==> config.mk <==
export PLATFORM = sky130hd
export DESIGN_NAME = fetch_sequencer_flat
export DESIGN_NICKNAME = d
export VERILOG_FILES = /design/src/rtl/fetch_sequencer_if.sv /design/src/rtl/fetch_sequencer.sv /design/src/flat_wrapper.sv
export SDC_FILE = /design/constraint.sdc
export NUM_CORES = 1
export LEC_CHECK = 0
export BUFFER_PORTS_ARGS = -buffer_cell sky130_fd_sc_hd__buf_4
export CORE_MARGIN = 4
export CORE_UTILIZATION = 48
export CTS_CLUSTER_SIZE = 20
export DETAILED_ROUTE_END_ITERATION = 7
export PLACE_DENSITY = 0.83
export RECOVER_POWER = 25
export SYNTH_ARGS = -nofsm -noshare
export SYNTH_HDL_FRONTEND = slang
export SYNTH_SLANG_ARGS = --single-unit
==> constraint.sdc <==
create_clock -name clk -period 2.2 [get_ports clk]
set_clock_uncertainty 0.15 [all_clocks]
set_input_delay 0.11 -clock clk [delete_from_list [all_inputs] [get_ports clk]]
set_output_delay 0.11 -clock clk [all_outputs]
set_load 0.01 [all_outputs]
==> src/rtl/fetch_sequencer_if.sv <==
// Bundles the fetch sequencer's memory, decoder and redirect signals.
// master: the sequencer side (drives mem_req/mem_addr, the instruction buffer, fault and count).
// slave:  the environment side (memory, decoder, execute redirect).
interface fetch_sequencer_if;
  // instruction memory request/acknowledge
  logic        mem_req;
  logic [31:0] mem_addr;
  logic        mem_ack;
  logic [31:0] mem_rdata;
  // decoder valid/ready
  logic        instr_valid;
  logic [31:0] instr_data;
  logic [31:0] instr_pc;
  logic        instr_ready;
  // execute redirect
  logic        redirect_valid;
  logic [31:0] redirect_pc;
  // status
  logic        fetch_fault;
  logic [31:0] fetch_count;

  modport master (
    output mem_req, mem_addr,
    input  mem_ack, mem_rdata,
    output instr_valid, instr_data, instr_pc,
    input  instr_ready,
    input  redirect_valid, redirect_pc,
    output fetch_fault, fetch_count
  );

  modport slave (
    input  mem_req, mem_addr,
    output mem_ack, mem_rdata,
    input  instr_valid, instr_data, instr_pc,
    output instr_ready,
    output redirect_valid, redirect_pc,
    input  fetch_fault, fetch_count
  );
endinterface

==> src/rtl/fetch_sequencer.sv <==
// Instruction-fetch controller: owns the PC, single-outstanding memory fetch, one-entry decoder buffer.
// Latency: word visible one cycle after mem_ack; accept -> next request one cycle later (1 instr / 2 cycles peak).
// Backpressure: instr_ready=0 holds the buffer and stalls fetching; redirects discard in-flight/buffered data.
// Ports: clk, rst_n (synchronous, active-low), bus (fetch_sequencer_if.master): memory req/ack,
//   decoder valid/ready, redirect from execute, sticky fetch_fault and fetch_count. All outputs registered.
module fetch_sequencer #(
  parameter logic [31:0] RESET_PC = 32'h0000_0000
) (
  input  logic              clk,
  input  logic              rst_n,
  fetch_sequencer_if.master bus
);

  typedef enum logic [1:0] {S_RST, S_REQ, S_HOLD, S_FAULT} state_t;

  state_t      state_q, state_nxt;
  logic [31:0] pc_q, pc_nxt;
  logic [31:0] req_addr_q, req_addr_nxt;
  logic        kill_q, kill_nxt;
  logic [31:0] buf_data_q, buf_data_nxt;
  logic [31:0] buf_pc_q, buf_pc_nxt;
  logic [31:0] count_q, count_nxt;
  logic        fault_q, fault_nxt;
  logic        mem_req_q;
  logic        instr_valid_q;
  logic        redir_bad;

  assign redir_bad = bus.redirect_valid && (bus.redirect_pc[1:0] != 2'b00);

  always_comb begin
    state_nxt    = state_q;
    pc_nxt       = pc_q;
    req_addr_nxt = req_addr_q;
    kill_nxt     = kill_q;
    buf_data_nxt = buf_data_q;
    buf_pc_nxt   = buf_pc_q;
    count_nxt    = count_q;
    fault_nxt    = fault_q;

    case (state_q)
      S_RST: begin
        state_nxt = S_REQ;
      end

      S_REQ: begin
        if (redir_bad) begin
          state_nxt = S_FAULT;
          fault_nxt = 1'b1;
        end else if (bus.mem_ack) begin
          if (bus.redirect_valid) begin
            // returning word is wrong-path; restart straight at the target
            kill_nxt     = 1'b0;
            pc_nxt       = bus.redirect_pc;
            req_addr_nxt = bus.redirect_pc;
          end else if (kill_q) begin
            // redirect arrived while waiting: drop this word, fetch the saved target
            kill_nxt     = 1'b0;
            req_addr_nxt = pc_q;
          end else begin
            buf_data_nxt = bus.mem_rdata;
            buf_pc_nxt   = req_addr_q;
            pc_nxt       = req_addr_q + 32'd4;
            state_nxt    = S_HOLD;
          end
        end else if (bus.redirect_valid) begin
          // mem_addr must stay stable until ack, so only remember the target
          kill_nxt = 1'b1;
          pc_nxt   = bus.redirect_pc;
        end
      end

      S_HOLD: begin
        if (redir_bad) begin
          state_nxt = S_FAULT;
          fault_nxt = 1'b1;
        end else if (bus.redirect_valid) begin
          // redirect wins over ready: buffered word is never counted
          pc_nxt       = bus.redirect_pc;
          req_addr_nxt = bus.redirect_pc;
          state_nxt    = S_REQ;
        end else if (bus.instr_ready) begin
          count_nxt    = count_q + 32'd1;
          req_addr_nxt = pc_q;
          state_nxt    = S_REQ;
        end
      end

      S_FAULT: begin
        state_nxt = S_FAULT;
      end

      default: begin
        state_nxt = S_RST;
      end
    endcase
  end

  always_ff @(posedge clk) begin
    if (!rst_n) begin
      state_q       <= S_RST;
      pc_q          <= RESET_PC;
      req_addr_q    <= RESET_PC;
      kill_q        <= 1'b0;
      buf_data_q    <= 32'd0;
      buf_pc_q      <= 32'd0;
      count_q       <= 32'd0;
      fault_q       <= 1'b0;
      mem_req_q     <= 1'b0;
      instr_valid_q <= 1'b0;
    end else begin
      state_q       <= state_nxt;
      pc_q          <= pc_nxt;
      req_addr_q    <= req_addr_nxt;
      kill_q        <= kill_nxt;
      buf_data_q    <= buf_data_nxt;
      buf_pc_q      <= buf_pc_nxt;
      count_q       <= count_nxt;
      fault_q       <= fault_nxt;
      // handshake outputs registered from the next state so no input reaches an output combinationally
      mem_req_q     <= (state_nxt == S_REQ);
      instr_valid_q <= (state_nxt == S_HOLD);
    end
  end

  assign bus.mem_req     = mem_req_q;
  assign bus.mem_addr    = req_addr_q;
  assign bus.instr_valid = instr_valid_q;
  assign bus.instr_data  = buf_data_q;
  assign bus.instr_pc    = buf_pc_q;
  assign bus.fetch_fault = fault_q;
  assign bus.fetch_count = count_q;

endmodule

==> src/flat_wrapper.sv <==
// flat-port wrapper written by rule: the top's interface ports become plain ports
module fetch_sequencer_flat 
#(
  parameter logic [31:0] RESET_PC = 32'h0000_0000
)
  (clk, rst_n, bus_mem_req, bus_mem_addr, bus_mem_ack, bus_mem_rdata, bus_instr_valid, bus_instr_data, bus_instr_pc, bus_instr_ready, bus_redirect_valid, bus_redirect_pc, bus_fetch_fault, bus_fetch_count);
  fetch_sequencer_if bus_i ();
  input  logic clk;
  input  logic rst_n;
  output wire logic [$bits(bus_i.mem_req)-1:0] bus_mem_req;
  output wire logic [$bits(bus_i.mem_addr)-1:0] bus_mem_addr;
  input wire logic [$bits(bus_i.mem_ack)-1:0] bus_mem_ack;
  input wire logic [$bits(bus_i.mem_rdata)-1:0] bus_mem_rdata;
  output wire logic [$bits(bus_i.instr_valid)-1:0] bus_instr_valid;
  output wire logic [$bits(bus_i.instr_data)-1:0] bus_instr_data;
  output wire logic [$bits(bus_i.instr_pc)-1:0] bus_instr_pc;
  input wire logic [$bits(bus_i.instr_ready)-1:0] bus_instr_ready;
  input wire logic [$bits(bus_i.redirect_valid)-1:0] bus_redirect_valid;
  input wire logic [$bits(bus_i.redirect_pc)-1:0] bus_redirect_pc;
  output wire logic [$bits(bus_i.fetch_fault)-1:0] bus_fetch_fault;
  output wire logic [$bits(bus_i.fetch_count)-1:0] bus_fetch_count;
  assign bus_mem_req = bus_i.mem_req;
  assign bus_mem_addr = bus_i.mem_addr;
  assign bus_i.mem_ack = bus_mem_ack;
  assign bus_i.mem_rdata = bus_mem_rdata;
  assign bus_instr_valid = bus_i.instr_valid;
  assign bus_instr_data = bus_i.instr_data;
  assign bus_instr_pc = bus_i.instr_pc;
  assign bus_i.instr_ready = bus_instr_ready;
  assign bus_i.redirect_valid = bus_redirect_valid;
  assign bus_i.redirect_pc = bus_redirect_pc;
  assign bus_fetch_fault = bus_i.fetch_fault;
  assign bus_fetch_count = bus_i.fetch_count;
  fetch_sequencer #(.RESET_PC(RESET_PC)) u_core (.clk(clk), .rst_n(rst_n), .bus(bus_i));
endmodule
Word level (Yosys, flattened, before mapping)
Cells that the tools add are included.

Logic and storage cells: 63. Input bits: 69. Register bits after elaboration: 166. Output and inout port bits: 131.

Add/subtract/negate cells: 2. Bitwise logic cells: 3. Reductions and logical operators: 12. Eq/ne operators: 11. Multiplexer cells: 25.

Operator list (count): $mux 32 (13); $pmux 32 s2 (2); $add 32x1->32 const B (1); $add 32x3->32 const B (1); $mux 2 (7); $pmux 2 s4 (1); $reduce_and 4->1 (2); $eq 2x2->1 const B (3); $ne 2x2->1 const B (3); $reduce_and 6->1 (1); $reduce_bool 2->1 (3); $reduce_and 5->1 (1); $eq 2x1->1 const B (2); $ne 4x4->1 const B (1); $ne 3x2->1 const B (1); $ne 3x3->1 const B (1); $not 1->1 (3); $reduce_and 3->1 (1); $logic_not 2->1 (1); $mux 1 (2); $reduce_and 2->1 (1); $reduce_or 2->1 (1); $logic_and 1x1->1 (1).

Depth between registers and ports, before layout
Word-level depth: 6. Mapped depth: 9. Depth with buffers taken out: 7.

Worst setup path after synthesis
Ideal clock, no wire load.

Path type: flip-flop to flip-flop. Start point: reg u_core.state_q[0]. End point: reg u_core.pc_q[12]. Data arrival time: 2148 ps. Cell stages (with the launch flop): 9. Required time: 1974 ps. Buffers on the path: 1. Library setup time: 76 ps. Setup slack: -174 ps. Clock period less this slack: 2374 ps. Cell sequence: dfxtp_1 > inv_1 > ha_1 > clkbuf_2 > o221ai_1 > nand3_1 > nor2_1 > nand2_1 > o22ai_1.

Longest elaborated chain between the ends: 3. Elaborated cells on any way between the ends: 8. Classes of those cells: 5 x eq/ne; 1 x mux; 2 x reduce/logical.

Ends and longest elaborated chain: from (decl) (line fetch_sequencer.sv:16) `state_t state_q, state_nxt;`; from (signal assigned) (line fetch_sequencer.sv:111) `state_q <= state_nxt;`; $eq 2x1->1 or $eq 2x2->1 (tied branches) (line fetch_sequencer.sv:40) `case (state_q)`; $ne 4x4->1 (no line), or another cell as far along; $reduce_and 4->1 (no line); to (signal assigned) (line fetch_sequencer.sv:112) `pc_q <= pc_nxt;`; to (decl) (line fetch_sequencer.sv:17) `logic [31:0] pc_q, pc_nxt;`.

Several ways; a longest one is shown, not always the timed one. A chain may end at the register's enable or synchronous reset.

Worst setup path after layout
Start point: reg u_core.state_q[0]. End point: reg u_core.count_q[31], in the netlist u_core.bus.fetch_count[31].

Longest elaborated chain between the ends: 2.

Ends and longest elaborated chain: $eq 2x2->1 (line fetch_sequencer.sv:40); $reduce_and 4->1 (no line); to (signal assigned) (line fetch_sequencer.sv:117) `count_q <= count_nxt;`; to (decl) (line fetch_sequencer.sv:22) `logic [31:0] count_q, count_nxt;`.

No other way between the ends.

==> reports/metrics.sh <==
OUTCOME='finished clean'
CORE_AREA_MM2=0.01515
YS_SEQ_AREA_SHARE_PCT=44.84
SYNTH_COMMONEST_CELLS='166 x dfxtp_1, 158 x nand2_1, 89 x a21oi_1'
GRT_FIRST_PASS_WIRELENGTH_UM=38560
TOP_CELL_TYPE_S_SHARE_OF_SYNTHESIZED_AREA_PCT=44.84
POST-ROUTE-CELL-AREA_MM2=0.01090
PERIOD_SHARE_PCT=98.45
POWER-PER-CELL-AREA_mW_PER_MM2=739.6
PATH_CLK_SLEW_NS=0.06
INSTANCES_NO_FILL=1400
SYNTHARSTFLOPSHARE_PCT=0
PATH_MAX_FANOUT=8
BUFFER_PORTS.INSERTED=199
SYNTH.FF_LATCH_COUNT=166
DETAIL_ROUTE.FIRST_PASS.ITERATIONS=5
WL_MET2_UM=12180
VIAS=8105
FINALWEIGHTEDCONGESTION=0.8590
FINAL_NETS=1271
SYNTH.NET_COUNT=966
TOPROUTINGLAYERUSED='met4'
WORST-SLEW-PIN-TRANSITION_NS=0.7754
CRITICAL_PATH_REQUIRED_NS=2.42
SLEW_VIOLATIONS=0
ANTENNA_LEFT=0
VIA_PER_INST=5.789
TRITONCTS='done'
WL_MET3_UM=2016
SYNTH.LARGEST_AREA_CELL='dfxtp_1'
TIMING.SLEW.HEADROOM_PCT=48.30
REMAINING_DRC_ERRORS=0
FINAL.MIN_CLOCK_PERIOD_NS=2.166
ACHIEVABLE-FREQUENCY_MHz=461.7
CLOCK_TREE.ROOT_CELL='clkbuf_16'
CTS_BUFFERS=17
SYNTH.AVG_CELL_AREA_UM2=8.317
POWER_LEAKAGE_nW=4.208
SETUP_VIOLATIONS=0
PATH_CLASS='reg2reg'
VDD_DROP_MAX_mV=0.5552
TOTALWIRELENGTH_UM=25340
INITIALDRTVIOLATIONCOUNT=645
FLOORPLAN.DIE_AREA_MM2=0.01749
FILLERINSTANCES=1134
SYNTHFLOPTYPE='dfxtp_1'
HOLD_PATH.CLASS='reg2reg'
CRITPATHLAUNCHTYPE='flip-flop'
GRT_MAX_DEGREE=69
CLOCK_TREE.HTREE_LEVEL_COUNT=4
HOLD_VIOLATIONS=0
SYNTH_ENABLE_FLOP_CELLS=0
CAP_VIOL_MAX_COUNT=0
DIEHEIGHT_UM=132.3
TOTAL_NEGATIVE_SETUP_SLACK_NS=0
SYNTH.YOSYS.WARNINGS=0
SYNTH.CELL_AREA_MM2=0.007411
FINAL_LAYOUT_SIZE_SUFFIX_GT1_SHARE_PCT=24.57
ANTENNA_FOUND_INITIAL=1
MULTIINPUTGATEAREA_MM2=0.003938
GRT_PASS1_VIAS=7703
SETUP_REPAIR_AFTER_GLOBAL_ROUTING_MISSED_ITS_MARGIN='yes'
PLACE.DETAILED.HPWL_UM=15390
CLK_PATH_BUF_DEPTH=2
FLOORPLAN.DIE.WIDTH_UM=132.3
SYN_INST=891
POST-SYNTH-TOP-COUNT-CELL='dfxtp_1'
SYNTHDISTINCTLIBCELLS=53
PLACED_CELL_AREA_MM2=0.009553
GLOBALROUTEOVERFLOWTOTAL=0
PIN_COUNT=200
GLOBAL_ROUTE.USAGE.TOTAL_PCT=26.81
START_UTIL_PCT=48.93
FINALHOLDWORSTSLACK_NS=0.3024
CLOCK_LATENCY_NS=0.43
YS_TOP_CELLS_BY_AREA='dfxtp_1 45%, nand2_1 8.0%, a21oi_1 6.0%'
FF_LATCH_AREA_MM2=0.003329
FINAL_UTIL_PCT=71.96
SYNTHESIS_TO_FINISH_AREA_GROWTH_PCT=47.07
TIMING.CRITICAL_PATH.ARRIVAL_NS=2.39
WORSTSETUPENDPOINTTYPE='flip-flop'
STD_CELL_ROWS=45
TRITONCTS_SINKS=166
DETAIL_ROUTE.WIRELENGTH.MET1_UM=10090
POST-PLACE-CELLS=1292
POST_DETAILED_ROUTE_WIRELENGTH_PER_CELL_UM=18.10
-- registers in the layout (all words and copies together) (netlist names) --
signal and flops:
u_core.bus.mem_req 1, u_core.state_q 2, u_core.bus.instr_data 32, u_core.kill_q 1
u_core.bus.fetch_fault 1, u_core.bus.instr_valid 1, u_core.bus.fetch_count 32, u_core.bus.mem_addr 32
u_core.bus.instr_pc 32, u_core.pc_q 32
-- final cells by class --
class / count / area share [%]
Sequential cell: 166 / 30.55
Antenna cell: 3 / 0.06888
Timing Repair Buffer: 351 / 24.67
Tap cell: 188 / 2.158
Clock inverter: 13 / 1.860
Multi-Input combinational cell: 646 / 36.13
Inverter: 14 / 0.5051
Clock buffer: 19 / 4.064
-- layer usage --
| layer | GRT usage, % | vias up |
|---|---|---|
| met3 | 6.221 | 94 |
| met4 | 12.93 | 0 |
| met2 | 44.64 | 422 |
| li1 | - | 3770 |
| met5 | 0 | - |
| met1 | 32.81 | 3819 |
-- cell usage in the layout, fill, tap and decap left out, drive strengths merged, types with 4 or more instances in the layout --
| cell type | instances |
|---|---|
| o22ai | 9 |
| nand4 | 15 |
| buf | 218 |
| mux2i | 35 |
| ha | 6 |
| bufinv | 5 |
| a32oi | 9 |
| clkbuf | 84 |
| a22oi | 4 |
| clkinv | 5 |
| o31a | 4 |
| o221a | 4 |
| xor2 | 18 |
| dlygate4sd3 | 68 |
| nand2 | 158 |
| xnor2 | 25 |
| nor3 | 13 |
| or3 | 9 |
| o21ai | 21 |
| a21oi | 89 |
| a221oi | 4 |
| inv | 15 |
| and4 | 5 |
| nor2 | 84 |
| nand3 | 28 |
| o221ai | 6 |
| and3 | 8 |
| dfxtp | 166 |
| a211oi | 36 |
| nor4 | 17 |
-- path summary, 6_finish.rpt --
check,start,to,slack [ns],cells after the start
setup reg to reg,u_core.state_q[0],u_core.bus.fetch_count[31],0.03,8
setup / recovery,u_core.state_q[0],u_core.bus.fetch_count[31],0.03,8
hold reg to reg,u_core.bus.instr_pc[17],u_core.bus.instr_pc[17],0.30,2
hold / removal,u_core.bus.instr_pc[17],u_core.bus.instr_pc[17],0.30,2
-- per-stage QoR --
stage	power [mW]	setup slack, ns
2_1_floorplan	4.015	-0.004133
3_3_place_gp	4.585	-0.02771
3_5_place_dp	4.616	-0.05992
4_1_cts	7.991	0.002679
5_1_grt	8.334	-0.04473
6_report	8.061	0.03406
-- power by group --
part           switching, mW  internal (mW)  total, mW
registers              0.142           3.18       3.32
clock network           1.23           2.04       3.27
logic                  0.778          0.685       1.46
-- critical path, cell delays in order, from the launching register on --
cell	delay [ns]
dfxtp_2	0.34
inv_2	0.08
ha_4	0.14
nand4b_1	0.13
nor3_2	0.13
buf_4	0.14
or4b_4	0.50
or3_4	0.39
a21oi_2	0.12
-- cells by family after synthesis --
group / Yosys count / synth area share, %
XOR/XNOR: 43 / 5.082
adder cells (fa/ha/maj): 6 / 1.013
multiplexers: 35 / 4.727
flip-flops: 166 / 44.84
buffers and inverters: 79 / 4.170
AO/OA/AOI/OAI: 204 / 17.91
AND/OR/NAND/NOR: 358 / 22.25
-- what timing repair did --
item / 4_1_cts / 5_1_grt
hold endpoints to repair: 103 / 0
setup buffers: 1 / 1
gates cloned: 1 / 3
hold buffers: 68 / 0
pin swaps: 1 / 7
resized for setup: 6 / 27
endpoints found under the setup margin: 17 / 62
Power figures use the tool's default switching activity.
